## src/rtl/fwd_hazard_unit.sv

```systemverilog
// Forwarding-select and load-use stall unit for the rv32i pipeline.
// A shadow copy of EX and later stages tracks producers so each ID operand can pick its youngest forwarding source.
module fwd_hazard_unit #(
    parameter int NUM_SRC        = 2,
    parameter int NUM_FWD_STAGES = 2,
    parameter int REG_ADDR_W     = 5,
    parameter int LOAD_STAGE     = 2,
    localparam int SEL_W         = $clog2(NUM_FWD_STAGES + 1)
) (
    input  logic                          clk,
    input  logic                          rst,
    input  logic                          advance,
    input  logic                          flush,
    input  logic                          id_valid,
    input  logic [NUM_SRC*REG_ADDR_W-1:0] id_rs,
    input  logic [REG_ADDR_W-1:0]         id_rd,
    input  logic                          id_we,
    input  logic                          id_is_load,
    output logic                          stall_id,
    output logic                          ex_valid,
    output logic [NUM_SRC*SEL_W-1:0]      ex_fwd_sel
);

    localparam int NP = NUM_FWD_STAGES;

    // Shadow entries: index 0 is EX, index NP is the write-back slot.
    logic                  valid_reg [0:NP];
    logic                  we_reg    [0:NP];
    logic                  load_reg  [0:NP];
    logic [REG_ADDR_W-1:0] rd_reg    [0:NP];

    logic [NUM_SRC-1:0] hazard;
    logic               capture;

    assign stall_id = id_valid && (|hazard) && !flush && !rst;
    assign capture  = id_valid && !stall_id && !flush;
    assign ex_valid = valid_reg[0];

    generate
        for (genvar gi = 0; gi < NUM_SRC; gi++) begin : g_op
            logic [REG_ADDR_W-1:0] rs;
            logic [SEL_W-1:0]      sel_next;
            logic [SEL_W-1:0]      sel_reg;
            logic                  hazard_op;

            assign rs = id_rs[gi*REG_ADDR_W +: REG_ADDR_W];

            // Scan oldest to youngest so the youngest producer overwrites older ones.
            always_comb begin
                sel_next  = '0;
                hazard_op = 1'b0;
                for (int p = NP - 1; p >= 0; p--) begin
                    if (valid_reg[p] && we_reg[p] && (rd_reg[p] == rs) && (rs != '0)) begin
                        sel_next  = SEL_W'(p + 1);
                        hazard_op = load_reg[p] && ((p + 1) < LOAD_STAGE);
                    end
                end
            end

            assign hazard[gi] = hazard_op;

            always_ff @(posedge clk) begin
                if (rst) begin
                    sel_reg <= '0;
                end else if (advance) begin
                    sel_reg <= capture ? sel_next : '0;
                end
            end

            assign ex_fwd_sel[gi*SEL_W +: SEL_W] = sel_reg;
        end
    endgenerate

    always_ff @(posedge clk) begin
        if (rst) begin
            for (int k = 0; k <= NP; k++) begin
                valid_reg[k] <= 1'b0;
                we_reg[k]    <= 1'b0;
                load_reg[k]  <= 1'b0;
                rd_reg[k]    <= '0;
            end
        end else if (advance) begin
            for (int k = NP; k >= 1; k--) begin
                valid_reg[k] <= valid_reg[k-1];
                we_reg[k]    <= we_reg[k-1];
                load_reg[k]  <= load_reg[k-1];
                rd_reg[k]    <= rd_reg[k-1];
            end
            // A stalled or flushed ID slot enters EX as a bubble.
            valid_reg[0] <= capture;
            we_reg[0]    <= capture && id_we;
            load_reg[0]  <= capture && id_is_load;
            rd_reg[0]    <= capture ? id_rd : '0;
        end
    end

endmodule

```

## config.mk

```make
export PLATFORM = sky130hd
export DESIGN_NAME = fwd_hazard_unit
export DESIGN_NICKNAME = d
export VERILOG_FILES = /design/src/rtl/fwd_hazard_unit.sv
export SDC_FILE = /design/constraint.sdc
export NUM_CORES = 1
export LEC_CHECK = 0
export BUFFER_PORTS_ARGS = -buffer_cell sky130_fd_sc_hd__buf_2
export CAP_MARGIN = 20
export CORE_MARGIN = 3
export CORE_UTILIZATION = 50
export CTS_BUF_LIST = sky130_fd_sc_hd__clkbuf_4 sky130_fd_sc_hd__clkbuf_8
export CTS_CLUSTER_SIZE = 20
export DETAILED_ROUTE_END_ITERATION = 8
export GPL_TIMING_DRIVEN = 1
export PLACE_DENSITY_LB_ADDON = 0.15
export SYNTH_ARGS = -nofsm -noshare
export SYNTH_HDL_FRONTEND = slang
export SYNTH_SLANG_ARGS = --single-unit
```

## constraint.sdc

```tcl
create_clock -name clk -period 1.8 [get_ports clk]
set_clock_uncertainty 0.05 [all_clocks]
set_input_delay 0.09 -clock clk [delete_from_list [all_inputs] [get_ports clk]]
set_output_delay 0.09 -clock clk [all_outputs]
set_load 0.005 [all_outputs]
```

# Word level (Yosys, flattened, before mapping)
# Memories as Yosys holds them, arrays and structs flattened.
# Cells that the tools add are included.
# totals
in_bits	22
wordCells	71
n_memories	4
regBits	4
mem_bits_rw	24
output_inout_bits	6
# op_classes
reduce_logical	23
muxes	26
n_eq_ne	4
bitwise	12
# memory_table
name	depth	word_bits	rd	rd_ports_with_merged_regs	write_ports	line_no	source
rd_reg	3	5	2	0	3	30	logic [REG_ADDR_W-1:0] rd_reg [0:NP];
load_reg	3	1	2	0	3	29	logic load_reg [0:NP];
valid_reg	3	1	2	0	3	27	logic valid_reg [0:NP];
we_reg	3	1	2	0	3	28	logic we_reg [0:NP];
# op_table
op	count
$eq A5 B5 Y1	4
$mux W5	4
$logic_and A1 B1 Y1	17
$mux W1	16
$mux W2	6
$or A1 B1 Y1	12
$reduce_bool A5 Y1	2
$logic_not A1 Y1	3
$reduce_or A2 Y1	1

# Logic depth before layout (Yosys ltp)
# logic_depth
depth_word	13
ltp_mapped	6
ltp_nobuf	5

# Worst setup path before layout
# OpenSTA, ideal clock, no wires.
# synth_timing
path_type	register to register
from	mem rd_reg[0][2]
to	mem valid_reg[0][0], data pin
path_stages_with_launch	7
arrival_ns	1.265
path_buffers	1
slack_ns	0.233
cell_sequence	edfxtp_1 -> xnor2_1 -> o211ai_2 -> nor3_1 -> o21a_1 -> buf_6 -> nor2_1
# synth_rtl
element	line_no
start, declared	30
end, declared	27

==> impl_metrics.tcl <==
set metrics [dict create \
    outcome "finished with violations" \
    violations "negative setup slack" \
    drc 0 \
    startpoint_type "flip-flop" \
    holdWs_ns 0.0364 \
    grt_pass1_wl_microns 3680 \
    ys_ff_latch 19 \
    slew_headroom_pct 63.8 \
    vdd_drop_max_mv 0.642 \
    totalWireLength_microns 2490 \
    final_cells 161 \
    synth_fp_nets 117 \
    r2r_slack_ns 0 \
    p_per_area_nw_per_um2 654 \
    fmaxAchievable_mhz 495 \
    area_delta_synth_final_pct 32.6 \
    synth_common_cells "edfxtp_1, xnor2_1, nor2_1" \
    vias 859 \
    wl_met2_microns 1220 \
    nNetsFinal 159 \
    worstSetupEndpointType "primary output" \
    core_area_sq_um 1840 \
    worst_slack_ns -0.221 \
    ys_warn_count 0 \
    rsz0062_at_grt "true" \
    max-cap-violations 0 \
    crit_fanout 3 \
    ios 28 \
    postSynthCellCount 95 \
    synth_ff_type "edfxtp_1" \
    clkSinkCount 19 \
    clkLatencyLatePin_ns 0.29 \
    gp_congestion 0.858 \
    dieArea_sq_um 2650 \
    synth_top_area_cell "edfxtp_1" \
    clockRootBuffer "clkbuf_4" \
    routedWlPerCell_microns 15.4 \
    ys_types 25 \
    place_ws_ns -0.0854 \
    wl_met3_microns 105 \
    yosysTopAreaCellShare_pct 43.6 \
    synthTopCellsByArea "edfxtp_1, xnor2_1, dfxtp_1, xor2_1, and2_1" \
    fin_crit_ns 2.02 \
    critical_path_required_ns 1.66 \
    die_h_microns 51.4 \
    ant_nets 0 \
    grt_pass1_vias 820 \
    drtIter0Drc 14 \
    cts_tree "built" \
    hold_viol_final 0 \
    cts_buffers 3 \
    avgSynthCellArea_sq_um 10.9 \
    leakage_uw 0.000595 \
    dp_hpwl_microns 1640 \
    final_area_sq_um 1370 \
    clock_path_buffers 2 \
    grt_antenna_before_repair 0 \
    placed_cell_area_sq_um 1210 \
    diodes 0 \
    start_util_pct 56.1 \
    syn_area_sq_um 1030 \
    yosysSeqAreaShare_pct 51.4 \
    rows 15 \
    drtPass1Iterations 4 \
    fill_cells 133 \
    setup_viol 8 \
    synth_edf_count 15 \
    grt_max_degree 16 \
    portBuffers 27 \
    fin_crit_sh_pct 112 \
    top_layer "met4" \
    wl_met1_microns 1110 \
    vias_per_cell 5.34 \
    htreeDepth 1 \
    largest_reg_flops 10 \
    path_class "flip-flop to primary output" \
    drive_gt1_share_pct 41.9 \
    worstPathArrival_ns 1.88 \
    worst_slew_pin_slew_ns 0.542 \
    grt_use_total_pct 19.3 \
    hold_class "input port to flip-flop" \
    fp.dieW_microns 51.4 \
    grt_remaining_overflow 0 \
    yosysMostFrequentCell "edfxtp_1" \
    dp.cells 149 \
    final_max_slew_viol_count 0 \
    async_flop_share_pct 0 \
    clk_pin_slew_worst_paths_ns 0.11 \
    power_uw 896 \
]
## timing repair
item,4_1_cts,5_1_grt
hold buffers,0,0
setup endpoints to repair,9,9
setup buffers,4,5
resized for setup,9,3
pin swaps,3,3
## worst paths after layout
| check | start | cells past startpoint | endpoint |
|---|---|---|---|
| min reg2reg | g_op[1].sel_reg[1]$_SDFFE_PP0P_ | 2 | g_op[1].sel_reg[1]$_SDFFE_PP0P_ |
| min | id_rd[0] | 3 | rd_reg[0][0]$_SDFFCE_PN0P_ |
| max | rd_reg[0][0]$_SDFFCE_PN0P_ | 6 | stall_id |
| max reg2reg | rd_reg[0][0]$_SDFFCE_PN0P_ | 6 | we_reg[0][0]$_SDFFCE_PN0P_ |
## worst max-delay path, stage by stage (launching register included)
cell	delay, ns
edfxtp_1	0.46
xnor2_1	0.29
nand3_2	0.16
nor3_4	0.22
o21a_2	0.19
and3_4	0.18
buf_6	0.09
## cell usage in the layout (no fill, tap or decap), types with 2 or more instances in the layout
master    instances
and2_1            7
and3_1            2
buf_2            26
buf_4            11
buf_6             2
clkbuf_4          3
dfxtp_1           4
edfxtp_1         15
nand2_1          10
nand3_1           2
nand3_2           2
nor2_1           11
nor4_1            2
o211ai_1          2
o211ai_2          2
o21ai_0           2
o311ai_0          2
xnor2_1          10
xnor2_2           4
xor2_1            6
## report_power, final
group	switching (uW)	total (uW)	internal, uW
Sequential	20.7	517	496
Combinational	81.1	165	83.7
Clock	131	214	82.6
Total	233	896	663
## metal layers
metal,vias to the layer above,GRT usage (%)
met5,-,0
met4,0,4.37
met3,4,4.37
met2,31,35.6
met1,407,22.3
li1,417,-
## kinds of logic (layout without fill, tap and decap cells)
kind of cell | count (synthesis) | after routing | synth area share, %
simple gates | 42 | 42 | 20.7
xor+xnor | 20 | 20 | 17.0
flops | 19 | 19 | 51.4
buf+inv | 3 | 44 | 1.82
compound gates | 11 | 11 | 9.09
## per-stage QoR
| step | util [%] | TNS, ns |
|---|---|---|
| floorplan | - | 0 |
| global placement | 66.0 | 0 |
| detailed placement | 66.0 | -0.232 |
| CTS | 71.8 | -0.109 |
| global route | 74.4 | -1.24 |
| finish | 74.4 | -0.237 |
## final cells by class
type,count,area [sq um],area share (%)
inverter,1,3.75,0.274
tap,25,31.3,2.29
clock buffer,3,22.5,1.65
clock inverter,1,5.00,0.366
sequential,19,531,38.8
timing repair buffer,39,235,17.2
multi-input combinational,73,541,39.5
No activity file was read; power rests on OpenSTA's default activity.
